===== src/rtl/aes_pkg.sv =====
// rtl/aes_pkg.sv - shared AES types and constants for the cipher datapath
package aes_pkg;

  localparam int AES_NR = 10;

  typedef logic [31:0] aes_word_t;
  typedef aes_word_t [3:0] aes_state_t;

  typedef enum logic [1:0] {
    IDLE   = 2'd0,
    ACCEPT = 2'd1,
    EMIT   = 2'd2
  } ark_state_e;

endpackage


===== src/rtl/aes_ark_stage.sv =====
// rtl/aes_ark_stage.sv - AddRoundKey stage: collects 4 state words, XORs with expander key words, streams result
module aes_ark_stage
  import aes_pkg::*;
#(
  parameter int NR = AES_NR
) (
  input  logic        clk,
  input  logic        reset,
  input  logic        in_valid,
  output logic        in_ready,
  input  logic [31:0] in_word,
  input  logic [3:0]  in_round,
  input  logic        key_done,
  output logic [3:0]  key_round_num,
  output logic [1:0]  key_r_index,
  input  logic [31:0] key_word,
  output logic        out_valid,
  input  logic        out_ready,
  output logic [31:0] out_word,
  output logic        out_last,
  output logic        err_round
);

  localparam logic [3:0] NR_W = 4'(NR);

  ark_state_e r_state;
  logic [1:0] r_word_idx;
  logic [1:0] r_emit_idx;
  logic [3:0] r_round_q;
  aes_state_t r_buf;
  logic       r_drop_q;
  logic       r_err_round;

  logic       w_take;
  logic [3:0] w_round_sel;

  // Input side: only IDLE/ACCEPT can take words, and only once the expander has valid keys.
  always_comb begin
    in_ready = 1'b0;
    if (!reset && (r_state == IDLE || r_state == ACCEPT)) begin
      in_ready = key_done;
    end
  end

  assign w_take = in_valid && in_ready;

  // Word 0 is looked up with the incoming round; later words use the latched round.
  // Out-of-range rounds are clamped so the expander is never addressed past its last key.
  always_comb begin
    w_round_sel   = (r_state == IDLE) ? in_round : r_round_q;
    key_round_num = (w_round_sel > NR_W) ? NR_W : w_round_sel;
  end

  // State word 0 (MSBs) pairs with key word 3 (key bits [127:96]).
  assign key_r_index = 2'd3 - r_word_idx;

  assign out_valid = (r_state == EMIT);
  assign out_word  = r_buf[r_emit_idx];
  assign out_last  = (r_state == EMIT) && (r_emit_idx == 2'd3);
  assign err_round = r_err_round;

  // Block FSM: gather four XORed words, then replay them downstream; bad-round blocks are swallowed.
  always_ff @(posedge clk or posedge reset) begin
    if (reset) begin
      r_state     <= IDLE;
      r_word_idx  <= 2'd0;
      r_emit_idx  <= 2'd0;
      r_round_q   <= 4'd0;
      r_buf       <= '0;
      r_drop_q    <= 1'b0;
      r_err_round <= 1'b0;
    end else begin
      r_err_round <= 1'b0;
      case (r_state)
        IDLE: begin
          if (w_take) begin
            r_round_q  <= in_round;
            r_word_idx <= 2'd1;
            r_state    <= ACCEPT;
            if (in_round > NR_W) begin
              r_drop_q    <= 1'b1;
              r_err_round <= 1'b1;
            end else begin
              r_drop_q <= 1'b0;
              r_buf[0] <= in_word ^ key_word;
            end
          end
        end
        ACCEPT: begin
          if (w_take) begin
            if (!r_drop_q) begin
              r_buf[r_word_idx] <= in_word ^ key_word;
            end
            r_word_idx <= r_word_idx + 2'd1;
            if (r_word_idx == 2'd3) begin
              r_state  <= r_drop_q ? IDLE : EMIT;
              r_drop_q <= 1'b0;
            end
          end
        end
        EMIT: begin
          if (out_ready) begin
            r_emit_idx <= r_emit_idx + 2'd1;
            if (r_emit_idx == 2'd3) begin
              r_state <= IDLE;
            end
          end
        end
        default: r_state <= IDLE;
      endcase
    end
  end

endmodule


===== config.mk =====
export PLATFORM = sky130hd
export DESIGN_NAME = aes_ark_stage
export DESIGN_NICKNAME = d
export VERILOG_FILES = /design/src/rtl/aes_pkg.sv /design/src/rtl/aes_ark_stage.sv
export SDC_FILE = /design/constraint.sdc
export NUM_CORES = 1
export LEC_CHECK = 0
export CELL_PAD_IN_SITES_DETAIL_PLACEMENT = 1
export CELL_PAD_IN_SITES_GLOBAL_PLACEMENT = 2
export CORE_MARGIN = 2
export CORE_UTILIZATION = 32
export DETAILED_ROUTE_END_ITERATION = 7
export PLACE_DENSITY = 0.77
export SLEW_MARGIN = 20
export SYNTH_ARGS = -nofsm -noshare
export SYNTH_HDL_FRONTEND = slang
export SYNTH_SLANG_ARGS = --single-unit
export TNS_END_PERCENT = 30

===== constraint.sdc =====
create_clock -name clk -period 5.45 [get_ports clk]
set_input_delay 1.09 -clock clk [delete_from_list [all_inputs] [get_ports clk]]
set_output_delay 1.09 -clock clk [all_outputs]
set_load 0.1 [all_outputs]

# After elaboration in Yosys (flattened, before gate mapping)
# Cells that the tools add are included.
dict set report totals {
  reg_bits 140
  in_bits 73
  out_inout_bits 42
  word_cells 75
}
dict set report op_classes {
  add_sub_neg 3
  magnitude_cmp 5
  n_eq_ne 11
  muxes 29
  bitwise 2
  n_reduce_logical 15
}
# cell n
set op_table {}
lappend op_table {{$mux 32} 6}
lappend op_table {{$bwmux 128} 1}
lappend op_table {{$bmux 32 s2} 1}
lappend op_table {{$demux 32 s2} 1}
lappend op_table {{$pmux 32 s2} 1}
lappend op_table {{$xor 32x32->32} 1}
lappend op_table {{$mux 2} 7}
lappend op_table {{$reduce_and 5->1} 2}
lappend op_table {{$gt 4x4->1 const B} 2}
lappend op_table {{$mux 4} 2}
lappend op_table {{$ne 2x2->1 const B} 4}
lappend op_table {{$mux 1} 7}
lappend op_table {{$eq 2x2->1 const B} 3}
lappend op_table {{$lt 2x3->1 const B} 2}
lappend op_table {{$ne 2x1->1 const B} 3}
lappend op_table {{$pmux 2 s3} 1}
lappend op_table {{$reduce_and 3->1} 2}
lappend op_table {{$add 2x1->2 const B} 2}
lappend op_table {{$logic_and 1x1->1} 4}
lappend op_table {{$pmux 2 s2} 1}
lappend op_table {{$reduce_and 2->1} 2}
lappend op_table {{$reduce_and 4->1} 1}
lappend op_table {{$eq 2x1->1 const B} 1}
lappend op_table {{$ge 2x1->1 const B} 1}
lappend op_table {{other kinds (7)} 7}

# Logic depth before layout (Yosys ltp)
# Gate-level depths: netlist (run 1).
dict set report depth {
  word_depth 8
  ltp_mapped 6
  depth_no_buf 5
}

# Worst setup path after synthesis (run 1)
# Ideal clock, no wire load.
dict set report synth_path {
  kind {input to output}
  startpoint {in reset}
  endpoint {out in_ready}
  arrival_time_ns 3.278
  required_ns 4.360
  setup_slack_ns 1.082
  path_stages 1
  path_buffers 0
  path_cell_list {nor3b_1}
}
dict set report synth_via {
  elab_chain_len 3
}
# element line
set synth_rtl {}
lappend synth_rtl {{start, declared} aes_ark_stage.sv:8} ;# input logic reset,
lappend synth_rtl {{$logic_not 1->1 (no line)} -}
lappend synth_rtl {{$logic_and 1x1->1} aes_ark_stage.sv:40} ;# if (!reset && (r_state == IDLE || r_state == ACCEPT)) begin
lappend synth_rtl {{$mux 1} aes_ark_stage.sv:40}
lappend synth_rtl {{end, declared} aes_ark_stage.sv:10} ;# output logic in_ready,
# Every way passes these cells.

# Worst setup path after layout (run 1)
dict set report layout_path {
  startpoint {in in_round[2]}
  endpoint {out key_round_num[0]}
}
dict set report layout_via {
  elab_chain_len 3
}
# element line
set layout_rtl {}
lappend layout_rtl {{start, declared} aes_ark_stage.sv:12} ;# input logic [3:0] in_round,
lappend layout_rtl {{$mux 4} aes_ark_stage.sv:50} ;# w_round_sel = (r_state == IDLE) ? in_round : r_round_q;
lappend layout_rtl {{$gt 4x4->1} aes_ark_stage.sv:51} ;# key_round_num = (w_round_sel > NR_W) ? NR_W : w_round_sel;
lappend layout_rtl {{$mux 4} aes_ark_stage.sv:51}
lappend layout_rtl {{end, declared} aes_ark_stage.sv:14} ;# output logic [3:0] key_round_num,
# Every way passes these cells.

==> results.yml, run 1 <==
run_status:
  outcome: "completed"
critical_path:
  required_ps: 4360
  worstPathMaxFanout: 5
  critPathSlowestCell: "clkdlybuf4s50_1"
  startpoint: "in_round[2]"
  cpPeakStageDelay_ps: 1150
  worstReg2RegEnd: "r_buf[69]"
  r2r_setup_slack_ps: 2960
  cp_cell_sequence: "clkdlybuf4s50_1 > o21ai_0 > nand3_1 > o21ai_0 > clkdlybuf4s50_1"
  crit_arrival_ps: 3090
  timing.setup.critical_path_class: "in -> out"
  r2r-start: "r_state[1]"
  start_kind: "input pin"
  end_kind: "primary output"
  cp-endpoint: "key_round_num[0]"
  r2r_cells: 3
synthesis:
  synth_area_leaders: "dfrtp_1 54%, mux2_2 22%, mux4_2 11%"
  synth_top_flop_cell: "dfrtp_1"
  synth.largest_area_cell: "dfrtp_1"
  synth_edf_count: 0
  avgSynthCellArea_um2: 15.99
  synth_cell_types: 31
  syn-instance-count: 409
  synth_top_area_share_pct: 53.56
  seq_area_frac_synth_pct: 53.56
  synth_seq_cells: 140
  async_reset_ff_share_pct: 100.0
  ys_warn_count: 0
  synth_nets: 487
  syn_area_um2: 6541
floorplan:
  die_w_um: 147.0
  fp.dieH_um: 147.0
  die_area_um2: 21600
  start_util_pct: 32.43
  core_um2: 20170
  row_count: 52
  ios: 115
timing:
  tightest_slew_ps: 1006
  fmax_mhz: 239.4
  fin_crit_ps: 4176
  setup_tns_ps: 0
  fin_crit_sh_pct: 76.63
  relSlewSlack_pct: 32.94
  rsz0062_at_grt: "false"
  hold_viol: 0
  setup_viol: 0
  clock_skew_ps: 6.965
  drv_slew: 0
clocking:
  cts_resized: 0
  clk_latency_ps: 410
  cts.path.max_buffers: 2
  clockRootBuffer: "clkbuf_16"
  cts_tree: "done"
  clock_sinks: 140
  h-tree-depth: 4
  cts_hold_buf: 0
  numCtsBuffers: 17
  clk_pin_slew_ps: 60
  cts_setup_buffers: 0
global_route:
  first_global_vias: 4512
  grt_max_degree: 109
  grt_overflow: 0
  track_usage_pct: 14.11
  grt_pass1_wl_um: 23650
  antenna_found_initial: 0
min_path:
  hp-class: "reg -> reg"
  min_path_cells: 1
final_layout:
  fill_cells: 2048
  drive_above_1_share_pct: 37.92
  area_delta_synth_final_pct: 31.60
  fin_nets: 603
  antenna_cells: 0
placement:
  place.gp.congestion: 0.7170
  portBuffers: 114
  dpl.hpwl_um: 9402
drt:
  drt-pass1-iter-count: 4
  drc: 0
  drt-total-wl_um: 14330
  routed_via_density: 4.807
  avgRoutedWirePerCell_um: 17.74
  ant_nets: 0
  vias: 3884
  drt_iter0_markers: 96
flow_run:
  max_cap_violations: 0
==> worst max-delay path, delay by kind of cell <==
| kind | cells | cell delay (ps) |
|---|---|---|
| AOI/OAI and AO/OA | 2 | 280 |
| and+or+nand+nor | 1 | 90 |
| buffers and inverters | 2 | 1620 |
==> cell usage after synthesis, types with 2 or more instances <==
library cell,instances
nand2b_1,2
o21ai_0,6
nand2_1,5
buf_6,4
nor3b_1,2
dfrtp_1,140
nor2_1,2
ha_1,5
inv_1,4
mux4_2,32
xor2_1,32
mux2_2,128
a21oi_1,3
nor2b_1,2
nand3_1,2
buf_2,16
nand4b_4,3
a21o_1,3
mux2_1,6
==> stage by stage <==
| step | cells | hold WS [ps] | setup slack [ps] | area, um^2 | utilization (%) |
|---|---|---|---|---|---|
| floorplan | 409 | 459.4 | 607.1 | 6541 | - |
| global placement | 775 | 468.3 | 1274 | 7934 | 39.34 |
| detailed placement | 775 | 484.8 | 1254 | 7934 | 39.34 |
| CTS | 807 | 498.1 | 1225 | 8593 | 42.61 |
| global route | 808 | 511.1 | 1156 | 8608 | 42.68 |
| finish | 808 | 490.4 | 1274 | 8608 | 42.68 |
==> cell families after synthesis <==
| family | after synthesis | synth area share [%] |
|---|---|---|
| mux | 166 | 34.09 |
| buf+inv | 26 | 2.314 |
| compound gates | 15 | 1.664 |
| xor+xnor | 33 | 4.419 |
| flops | 140 | 53.56 |
| fa+ha+maj | 5 | 0.9564 |
| simple gates | 24 | 3.003 |
==> layout by cell type, fill, tap and decap left out, drive strengths merged, types with 6 or more instances in the layout <==
master,count
mux4,32
dfrtp,140
clkbuf,21
o21ai,6
xor2,32
mux2,134
clkdlybuf4s50,114
inv,8
==> registers in the layout (all words and copies together) (netlist names) <==
| name | flops |
|---|---|
| r_buf | 128 |
| r_round_q | 4 |
| r_emit_idx | 2 |
| r_state | 2 |
| r_word_idx | 2 |
| err_round | 1 |
| r_drop_q | 1 |
==> area by class of cell <==
class | count | area (um^2) | share of cell area, %
Tap cell | 270 | 337.8 | 3.924
Clock buffer | 21 | 480.5 | 5.581
Inverter | 4 | 20.02 | 0.2326
Multi-Input combinational cell | 243 | 2887 | 33.53
Sequential cell | 140 | 3506 | 40.73
Timing Repair Buffer | 119 | 1199 | 13.92
Clock inverter | 11 | 178.9 | 2.078
==> worst min path at each step <==
stage	from	to	slack, ps
after floorplan	r_buf[44]	r_buf[44]	460
after detailed placement	r_buf[63]	r_buf[63]	480
final	r_buf[47]	r_buf[47]	490
after global routing	r_buf[107]	r_buf[107]	510
after CTS	r_buf[63]	r_buf[63]	500
after global placement	r_buf[47]	r_buf[47]	470
==> per-layer routing <==
layer  part of all wire, %  up-vias  global-route usage [%]  wire length (um)
met5                     0        -                       0                 0
met4                  0.98        0                   3.894               140
met3                   4.1       12                   3.789               585
met2                    53       75                   25.00              7601
met1                    42     2056                   16.99              6006
li1                      -     1741                       -                 -
Power of run 1 is not shown: default switching activity piles up to over one toggle a cycle in this logic, so the estimate is an artifact.
==> run 2, diff against run 1 <==
clock period = 4.3 ns   (was 5.45 ns; I/O delays follow)
==> results.yml, run 2 (same netlist as run 1, synthesis figures left out) <==
critical_path:
  start_kind: "flip-flop"
  worstPathMaxFanout: 18
  crit_arrival_ps: 2730
  critPathSlowestCell: "clkdlybuf4s50_1"
  end_kind: "primary output"
  cp_cell_sequence: "mux4_2 > clkdlybuf4s50_1"
  timing.setup.critical_path_class: "reg -> out"
  required_ps: 3440
  cpPeakStageDelay_ps: 990
floorplan:
  core_um2: 20170
  die_w_um: 147.0
  fp.dieH_um: 147.0
  start_util_pct: 32.43
  die_area_um2: 21600
  row_count: 52
  ios: 115
placement:
  dpl.hpwl_um: 10200
  portBuffers: 114
  place.gp.congestion: 0.7123
final_layout:
  largest_register: "r_buf"
  layout_common_cells: "138 x dfrtp_1, 128 x mux2_2, 87 x clkdlybuf4s50_1"
  drive_above_1_share_pct: 42.44
  seq_area_um2: 3506
  largest_reg_flops: 128
  antenna_cells: 0
  fill_cells: 2044
  multi_input_area_um2: 2887
  area_delta_synth_final_pct: 30.30
  top_regs: "r_buf: 128 flops, r_round_q: 4 flops"
  final_common_cell: "dfrtp_1"
  fin_nets: 607
timing:
  rsz0062_at_grt: "false"
  setup_tns_ps: 0
  fin_crit_sh_pct: 83.59
  fmax_mhz: 278.2
  setup_viol: 0
  drv_slew: 0
  fin_crit_ps: 3595
  relSlewSlack_pct: 34.09
  hold_viol: 0
  clock_skew_ps: 6.846
  tightest_slew_ps: 985.5
drt:
  drt-total-wl_um: 15170
  drt-pass1-iter-count: 4
  routed_via_density: 4.809
  drt_iter0_markers: 98
  avgRoutedWirePerCell_um: 18.68
  drc: 0
  vias: 3905
  ant_nets: 0
clocking:
  cts_hold_buf: 0
  cts.path.max_buffers: 2
  cts_resized: 0
  clockRootBuffer: "clkbuf_16"
  clk_latency_ps: 420
  clk_pin_slew_ps: 60
  clock_sinks: 140
  numCtsBuffers: 17
  cts_setup_buffers: 0
  cts_tree: "done"
  h-tree-depth: 4
flow_run:
  max_cap_violations: 0
global_route:
  grt_pass1_wl_um: 24380
  antenna_found_initial: 0
  grt_overflow: 0
  first_global_vias: 4471
  grt_max_degree: 65
  track_usage_pct: 14.85
min_path:
  hp-class: "reg -> reg"
run_status:
  outcome: "completed"
run 2: stage by stage:
stage / area (um^2) / std cells / hold slack (ps) / setup slack (ps) / utilization, %
2_1_floorplan: 6545 / 409 / 459.4 / 391.9 / -
3_3_place_gp: 7903 / 780 / 468.3 / 942.7 / 39.18
3_5_place_dp: 7903 / 780 / 480.3 / 875.0 / 39.18
4_1_cts: 8523 / 812 / 492.4 / 610.3 / 42.26
5_1_grt: 8523 / 812 / 511.7 / 589.5 / 42.26
6_report: 8523 / 812 / 494.5 / 705.4 / 42.26
run 2: path summary, 6_finish.rpt:
path                          startpoint            end  slack [ps]  cells after the start
min in group asynchronous          reset  r_word_idx[1]         990                      2
max reg2reg                   r_state[1]      r_buf[33]        1860                      4
max                        r_emit_idx[1]    out_word[4]         710                      2
min reg2reg                    r_buf[45]      r_buf[45]         490                      1
min                            r_buf[45]      r_buf[45]         490                      1
max in group asynchronous          reset      r_buf[42]        2300                      3
run 2: per-layer routing:
layer / track usage (%) / part of all wire [%] / up-vias
li1: - / - / 1739
met1: 17.57 / 41 / 2074
met2: 26.57 / 54 / 78
met4: 4.183 / 1.0 / 0
met3: 4.068 / 3.9 / 14
met5: 0 / 0 / -
run 2: area by class of cell:
| class | instances | area share [%] |
|---|---|---|
| Timing Repair Buffer | 123 | 13.53 |
| Sequential cell | 140 | 41.13 |
| Inverter | 4 | 0.2202 |
| Clock buffer | 25 | 5.696 |
| Tap cell | 270 | 3.964 |
| Clock inverter | 7 | 1.585 |
| Multi-Input combinational cell | 243 | 33.87 |
run 2: worst max-delay path, delay by kind of cell (launching register included):
family | cells | cell delay, ps
muxes | 1 | 610
DFF | 1 | 710
buffers and inverters | 1 | 990
Power of run 2 is left out for the same reason.
==> run 3, diff against run 2 <==
clock period = 3.5 ns   (was 4.3 ns; I/O delays follow)
==> results.yml, run 3 (same netlist as run 1, synthesis figures left out) <==
run_status:
  outcome: "completed"
clocking:
  cts_setup_buffers: 0
  cts_resized: 0
  cts.path.max_buffers: 2
  clk_latency_ps: 410
  clockRootBuffer: "clkbuf_16"
  clock_sinks: 140
  cts_tree: "done"
  numCtsBuffers: 17
  cts_hold_buf: 0
  h-tree-depth: 4
  clk_pin_slew_ps: 60
timing:
  tightest_slew_ps: 963.6
  hold_viol: 0
  worst_slack_ps: 537.1
  setup_viol: 0
  rsz0062_at_grt: "false"
  fin_crit_ps: 2963
  drv_slew: 0
  relSlewSlack_pct: 35.56
  fmax_mhz: 337.5
  clock_skew_ps: 8.622
  fin_crit_sh_pct: 84.65
  setup_tns_ps: 0
final_layout:
  fill_cells: 2018
  fin_util_pct: 41.91
  final_common_cell: "dfrtp_1"
  finalNonFillerCells: 814
  seq_area_um2: 3506
  layout_common_cells: "138 x dfrtp_1, 128 x mux2_2, 73 x clkdlybuf4s50_1"
  antenna_cells: 0
  top_regs: "r_buf: 128 flops, r_round_q: 4 flops"
  drive_above_1_share_pct: 45.59
  largest_reg_flops: 128
  largest_register: "r_buf"
  fin_nets: 609
  multi_input_area_um2: 2887
  area_delta_synth_final_pct: 29.23
floorplan:
  row_count: 52
  die_area_um2: 21600
  core_um2: 20170
  start_util_pct: 32.43
  die_w_um: 147.0
  fp.dieH_um: 147.0
  ios: 115
global_route:
  grt_max_degree: 89
  track_usage_pct: 14.62
  top_usage_layer: "met2"
  grt_pass1_wl_um: 24540
  antenna_found_initial: 0
  first_global_vias: 4497
  grt_overflow: 0
  use_met1_pct: 18.44
  grt_util_met3_pct: 4.068
  met2_usage_pct: 24.72
drt:
  drc: 0
  avgRoutedWirePerCell_um: 18.40
  ant_nets: 0
  drt-total-wl_um: 14980
  drt-pass1-iter-count: 4
  routed_via_density: 4.785
  vias: 3895
  drt_iter0_markers: 143
placement:
  pre_cts_ws_ps: 526.3
  place.gp.congestion: 0.7419
  placed_cells_incl_taps: 782
  portBuffers: 114
  dpl.hpwl_um: 10140
min_path:
  worstHoldStart: "r_buf[105]"
  min_path_cells: 1
  hp-class: "reg -> reg"
critical_path:
  r2r_cells: 4
  worstPathMaxFanout: 13
  required_ps: 2800
  cpPeakStageDelay_ps: 640
  crit_arrival_ps: 2260
  end_kind: "primary output"
  cpMostUsedCell: "buf_4"
  r2r-start: "r_state[1]"
  critPathSlowestCell: "dfrtp_2"
  cp_num_buf_inv: 2
  cp_top_family: "flip-flops"
  startpoint: "r_emit_idx[0]"
  cp_num_cells: 3
  start_kind: "flip-flop"
  cp_cell_sequence: "buf_4 > mux4_2 > buf_4"
  timing.setup.critical_path_class: "reg -> out"
flow_run:
  max_cap_violations: 0
==> run 3: changes by cell type in the layout (fill, tap and decap cells not counted) <==
| cell | delta |
|---|---|
| buf_4 | +15 |
| clkdlybuf4s50_1 | -14 |
| clkinv_2 | +4 |
| clkbuf_8 | -3 |
| bufinv_16 | -2 |
| clkbuf_1 | -2 |
| clkinv_4 | +2 |
| buf_12 | +1 |
| inv_6 | +1 |
==> run 3: cell type report <==
class                      instances  area share, %
clock buffer                      20          5.166
clock inverter                    12          1.436
inverter                           4         0.2220
multi-input combinational        243          34.15
sequential                       140          41.47
tap                              270          3.996
timing repair buffer             125          13.56
==> run 3: per-layer routing <==
layer | vias up | part of all wire (%)
li1 | 1750 | -
met1 | 2041 | 44
met2 | 86 | 51
met3 | 18 | 4.3
met4 | 0 | 1.3
met5 | - | 0
==> run 3: path summary, 6_finish.rpt <==
check                                end  slack, ps
min in group asynchronous      r_buf[92]        850
setup reg to reg               r_buf[50]       1340
hold / removal                r_buf[105]        500
hold reg to reg               r_buf[105]        500
setup / recovery             out_word[7]        540
max in group asynchronous  r_emit_idx[0]       2050
==> run 3: per-stage QoR <==
step | area (um^2) | hold WS, ps
floorplan | 6545 | 459.4
global placement | 7895 | 468.7
detailed placement | 7895 | 488.5
CTS | 8453 | 502.5
global route | 8453 | 510.6
finish | 8453 | 501.3
Power of run 3 is left out for the same reason.
